===== config.mk =====
export PLATFORM = sky130hd
export DESIGN_NAME = microseq_controller
export DESIGN_NICKNAME = d
export VERILOG_FILES = /design/src/rtl/microseq_controller.sv
export SDC_FILE = /design/constraint.sdc
export NUM_CORES = 1
export LEC_CHECK = 0
export BUFFER_PORTS_ARGS = -buffer_cell sky130_fd_sc_hd__buf_2
export CAP_MARGIN = 15
export CORE_ASPECT_RATIO = 0.5
export CORE_MARGIN = 3
export CORE_UTILIZATION = 55
export DETAILED_ROUTE_END_ITERATION = 8
export GPL_TIMING_DRIVEN = 0
export PLACE_DENSITY = 0.78
export REMOVE_ABC_BUFFERS = 1
export SLEW_MARGIN = 15
export SYNTH_ARGS = -nofsm -noshare
export SYNTH_HDL_FRONTEND = slang
export SYNTH_SLANG_ARGS = --single-unit
export TNS_END_PERCENT = 50

===== constraint.sdc =====
create_clock -name clk -period 2.63 [get_ports clk]
set_input_delay 0.263 -clock clk [delete_from_list [all_inputs] [get_ports clk]]
set_output_delay 0.263 -clock clk [all_outputs]
set_load 0.1 [all_outputs]

===== src/rtl/microseq_controller.sv =====
// microseq_controller: microprogram sequencer with a small return-address stack.
// Define MICROSEQ_WATCHDOG_EN to add the WAIT-hold watchdog (limit WD_LIMIT cycles).
module microseq_controller #(
    parameter int                ADDR_W      = 6,
    parameter int                STACK_DEPTH = 4,
    parameter logic [ADDR_W-1:0] FETCH_ADDR  = '0,
    parameter int                WD_LIMIT    = 255
) (
    input  logic                           clk,
    input  logic                           reset,
    input  logic                           halt,
    input  logic [ADDR_W-1:0]              decode_addr,
    input  logic [2:0]                     ns_sel,
    input  logic [ADDR_W-1:0]              cr_addr,
    input  logic [1:0]                     cond_sel,
    input  logic                           cond_inv,
    input  logic                           mfc,
    input  logic                           cond_pass,
    output logic [ADDR_W-1:0]              state,
    output logic                           cond_out,
    output logic [$clog2(STACK_DEPTH):0]   stack_depth,
    output logic                           stack_err,
    output logic                           wd_timeout
);

    localparam int PW = $clog2(STACK_DEPTH);
    localparam int DW = PW + 1;

    typedef enum logic [2:0] {
        NS_ENCODE = 3'b000,
        NS_INCR   = 3'b001,
        NS_JUMP   = 3'b010,
        NS_CBR    = 3'b011,
        NS_WAIT   = 3'b100,
        NS_CALL   = 3'b101,
        NS_RET    = 3'b110,
        NS_FETCH  = 3'b111
    } ns_sel_e;

    typedef enum logic [1:0] {
        COND_MFC  = 2'd0,
        COND_PASS = 2'd1,
        COND_ONE  = 2'd2,
        COND_ZERO = 2'd3
    } cond_sel_e;

    if (STACK_DEPTH < 2 || STACK_DEPTH > 8 || (1 << PW) != STACK_DEPTH) begin : g_bad_depth
        $error("STACK_DEPTH must be a power of two in 2..8");
    end
    if (WD_LIMIT < 0 || WD_LIMIT > 255) begin : g_bad_wd_limit
        $error("WD_LIMIT must be in 0..255");
    end

    logic [ADDR_W-1:0] stack_mem [STACK_DEPTH];
    logic [ADDR_W-1:0] state_d;
    logic [ADDR_W-1:0] inc;
    logic [DW-1:0]     depth_d;
    logic [PW-1:0]     top_idx;
    logic              err_d;
    logic              push;
    logic              cond_raw;
    logic              stack_full;
    logic              stack_empty;

`ifdef MICROSEQ_WATCHDOG_EN
    localparam logic [7:0] WD_MAX = 8'(WD_LIMIT);
    logic [7:0] wd_cnt_q;
    logic [7:0] wd_cnt_d;
    logic       wait_hold;
    logic       wd_fire;
    logic       wd_q;
`endif

    always_comb begin
        unique case (cond_sel_e'(cond_sel))
            COND_MFC:  cond_raw = mfc;
            COND_PASS: cond_raw = cond_pass;
            COND_ONE:  cond_raw = 1'b1;
            COND_ZERO: cond_raw = 1'b0;
        endcase
        cond_out = cond_raw ^ cond_inv;
    end

    assign inc         = state + ADDR_W'(1);
    assign top_idx     = PW'(stack_depth - DW'(1));
    assign stack_full  = (stack_depth == DW'(STACK_DEPTH));
    assign stack_empty = (stack_depth == '0);

    // NOTE: every signal gets a default before the case so no path leaves it unassigned (no latches).
    always_comb begin
        state_d = state;
        depth_d = stack_depth;
        err_d   = stack_err;
        push    = 1'b0;
        unique case (ns_sel_e'(ns_sel))
            NS_ENCODE: state_d = decode_addr;
            NS_INCR:   state_d = inc;
            NS_JUMP:   state_d = cr_addr;
            NS_CBR:    state_d = cond_out ? cr_addr : inc;
            NS_WAIT:   state_d = cond_out ? inc : state;
            NS_CALL: begin
                state_d = cr_addr;
                if (stack_full) begin
                    err_d = 1'b1;
                end else begin
                    push    = 1'b1;
                    depth_d = stack_depth + DW'(1);
                end
            end
            NS_RET: begin
                if (stack_empty) begin
                    state_d = FETCH_ADDR;
                    err_d   = 1'b1;
                end else begin
                    state_d = stack_mem[top_idx];
                    depth_d = stack_depth - DW'(1);
                end
            end
            NS_FETCH:  state_d = FETCH_ADDR;
        endcase

`ifdef MICROSEQ_WATCHDOG_EN
        wd_fire   = 1'b0;
        wait_hold = (ns_sel == NS_WAIT) && !cond_out;
        wd_cnt_d  = wait_hold ? wd_cnt_q + 8'd1 : 8'd0;
        // A hold that has already lasted WD_LIMIT cycles abandons the sequence.
        if (wait_hold && wd_cnt_q == WD_MAX) begin
            state_d  = FETCH_ADDR;
            depth_d  = '0;
            wd_cnt_d = '0;
            wd_fire  = 1'b1;
        end
`endif
    end

    // NOTE: sequential state uses non-blocking assignments so all registers update together.
    always_ff @(posedge clk or posedge reset) begin
        if (reset) begin
            state       <= FETCH_ADDR;
            stack_depth <= '0;
            stack_err   <= 1'b0;
        end else if (!halt) begin
            state       <= state_d;
            stack_depth <= depth_d;
            stack_err   <= err_d;
        end
    end

    // NOTE: the stack array is not reset; entries at or above stack_depth are never read.
    always_ff @(posedge clk) begin
        if (push && !halt) begin
            stack_mem[stack_depth[PW-1:0]] <= inc;
        end
    end

`ifdef MICROSEQ_WATCHDOG_EN
    always_ff @(posedge clk or posedge reset) begin
        if (reset) begin
            wd_cnt_q <= '0;
            wd_q     <= 1'b0;
        end else if (halt) begin
            wd_q     <= 1'b0;
        end else begin
            wd_cnt_q <= wd_cnt_d;
            wd_q     <= wd_fire;
        end
    end

    assign wd_timeout = wd_q & ~halt;
`else
    assign wd_timeout = 1'b0;
`endif

endmodule

==> summary.txt <==
Die
  • Total core area: 3260 µm²
  • Die height: 49.1 µm
  • Initial core utilization: 62.6%
  • Std-Cell Rows: 14
  • Die ar.: 4520 µm²
  • I/O pin cnt: 35
  • Width of the die: 92.1 µm

Setup path
  • Worst path arrival time: 2.66 ns
  • CP delay by family, top: compound AO/OA/AOI/OAI gates
  • CP required: 2.78 ns
  • Reg2Reg Setup Slack: 0.12 ns
  • Maximum fanout along the worst path: 11
  • Kind of critical path: reg2reg
  • Worst R2R Start: stack_depth[0]
  • Critical Path End Type: flip-flop
  • Slowest stage delay, CP: 0.59 ns
  • Worst-case reg-to-reg path depth: 6
  • Critical path's slowest cell: a2111oi_0
  • Reg-to-Reg End: state[1]
  • Crit path buffers/inverters: 1
  • CP startpoint kind: flip-flop
  • Cell Chain, Critical Path: inv_1, ha_1, mux4_1, and2_1, a2111oi_0, o21ai_1

Timing
  • Max Clk Rate: 0.398 GHz
  • Worst hold slack: 0.275 ns
  • Clock skew: 0.00236 ns
  • Slew Limit Fails: 0
  • Fin worst setup slack: 0.117 ns
  • Tcrit/Tclk final: 95.5%
  • Setup_tns: 0 ns
  • Setup-failing EPs final: 0
  • Tmin final: 2.51 ns
  • RSZ-0062 raised after global routing: false
  • Final Hold Viols: 0
  • Worst-margin pin slew: 0.625 ns
  • Rel. slew slack: 57.2%

GRT
  • Largest net degree at the start of global routing: 20
  • Gr ovfl total: 0
  • First-pass GRT wire length: 7.08 mm
  • Gr usage total: 20.5%
  • Number of global-route vias before repair: 1465
  • Initial antenna violation count: 0

Synth
  • Syn Inst Count: 182
  • Asr flop ratio synth: 29.4%
  • Yosys reg bits: 34
  • Seq/Total Area, Yosys: 47.6%
  • Ys Warns: 0
  • EDFF count, synth: 24
  • Synth cell types: 49
  • Avg Synthesized Cell Area: 11.2 µm²
  • Mapped cell area: 2040 µm²
  • Main synth FF type: edfxtp_1

Pwr
  • P_leak: 0.970 nW
  • Pwr dens: 982 nW/µm²
  • Worst VDD drop: 0.537 mV

Layout
  • Flip-flop and latch area: 972 µm²
  • Most common cell after layout, fill and taps aside: buf_2
  • Antenna Cells: 0
  • Area of the multi-input gates: 988 µm²
  • Total Nets Final: 244
  • Most frequent cells in the layout: buf_2, edfxtp_1, nand2_1
  • Synth-to-layout area growth: 15.9%
  • Share of cells above drive strength 1: 23.6%
  • Filler instances: 245

Clocking
  • Num CTS Buffers: 5
  • Setup bufs post-CTS: 0
  • Worst skew pair latency: 0.28 ns
  • CTS Sinks: 34
  • Root Driver: clkbuf_8
  • Clock buffer depth: 2
  • Clock Pin Slew Worst Setup and Hold Paths: 0.07 ns
  • CTS tree: yes
  • H-Tree Depth: 2

Detailed routing
  • WL/cell: 16.8 µm
  • Vias per inst: 5.84
  • Via Count: 1541
  • Drt drc: 0
  • ANT nets after route: 0
  • Routed WL: 4.43 mm
  • 1st-pass router iterations: 4
  • Iteration-0 DRC Markers: 73

Hold path
  • Hold path cells: 3
  • Worst min path class: in2reg
  • Hold endpoint: state[0]
  • Worst Hold Launch: cr_addr[0]

Run
  • Max Cap Violations: 0

Place
  • DP HPWL: 3.30 mm
  • Port Buffers: 33
  • Pre-CTS setup slack: 0.0116 ns
  • Routability cong.: 0.913

Status
  • Status: finished, final reports clean
==> worst register-to-register path, stage by stage (launching register included) <==
cell and delay [ns]:
dfrtp_2 0.53, inv_1 0.14, ha_1 0.48, mux4_1 0.35, and2_1 0.18, a2111oi_0 0.59, o21ai_1 0.11
==> cell families (layout without fill, tap and decap cells) <==
| group | Yosys count | in the layout | share of synthesized area, % |
|---|---|---|---|
| AND/OR/NAND/NOR | 60 | 60 | 16.0 |
| buffers and inverters | 18 | 52 | 3.99 |
| XOR/XNOR | 7 | 7 | 3.00 |
| multiplexers | 8 | 8 | 8.34 |
| other | 1 | 1 | 0.184 |
| AO/OA/AOI/OAI | 46 | 46 | 16.2 |
| flip-flops | 34 | 34 | 47.6 |
| adder cells (fa/ha/maj) | 8 | 8 | 4.66 |
==> sequential cells by signal, summed over array words and instances (netlist names) <==
register     flops
stack_depth      3
stack_err        1
stack_mem       24
state            6
==> per-layer routing <==
layer | GRT usage (%) | up-vias | wire length (µm)
met5 | 0 | - | 0
met4 | 5.42 | 0 | 35
met3 | 5.08 | 4 | 253
met2 | 30.3 | 46 | 1960
met1 | 30.2 | 736 | 2180
li1 | - | 755 | -
==> area by class of cell <==
type	count	area share [%]
multi-input cells	130	41.8
well taps	48	2.54
inverters	10	1.59
clock inverters	3	2.70
clock buffers	5	2.91
repair buffers	34	7.40
flip-flops and latches	34	41.1
==> where the power goes <==
| group | internal [mW] | switching (mW) |
|---|---|---|
| logic | 0.292 | 0.704 |
| clock network | 0.375 | 0.185 |
| registers | 0.670 | 0.0964 |
==> stage by stage <==
step | total power [mW] | utilization (%) | instances | cell area, µm²
final | 2.32 | 72.6 | 264 | 2370
after global routing | 2.43 | 72.6 | 264 | 2370
after CTS | 2.32 | 72.6 | 264 | 2370
after detailed placement | 1.76 | 68.2 | 255 | 2220
after global placement | 1.74 | 68.2 | 255 | 2220
after floorplan | 1.54 | - | 174 | 2000
==> worst max-delay path by stage <==
stage	startpoint	end	cells past startpoint
floorplan	stack_depth[0]	state[3]	6
global placement	stack_depth[0]	state[1]	6
finish	stack_depth[0]	state[1]	6
CTS	stack_depth[0]	state[1]	6
global route	stack_depth[0]	state[1]	6
detailed placement	stack_depth[0]	state[1]	6
==> synth_stat cells (3+ instances only) <==
cell       n  share of area [%]
inv_1     10                1.8
mux4_1     4                5.2
a31o_2     5                2.1
o211ai_1   3                1.1
xor2_1     4                1.7
a21oi_1    5                1.2
nor2b_1    3               0.92
nand2_1   13                2.4
xnor2_1    3                1.3
a211oi_1   6                2.2
nor2_1     9                1.7
a21boi_0   3                1.1
nand2b_1   6                1.8
nand3b_1   5                1.8
ha_1       6                3.7
o21ai_0    6                1.5
and2_1     5                1.5
dfrtp_1   10                 12
edfxtp_1  24                 35
o21ai_1    4               0.98
a221o_1    3                1.5
nand3_1    8                2.0
==> what timing repair did <==
| action | in CTS | in global routing |
|---|---|---|
| gates resized for setup | 1 | 0 |
| hold buffers | 1 | 0 |
| endpoints found under the setup margin | 1 | 0 |
| endpoints found under the hold margin | 10 | 0 |
Power figures use the tool's default switching activity.
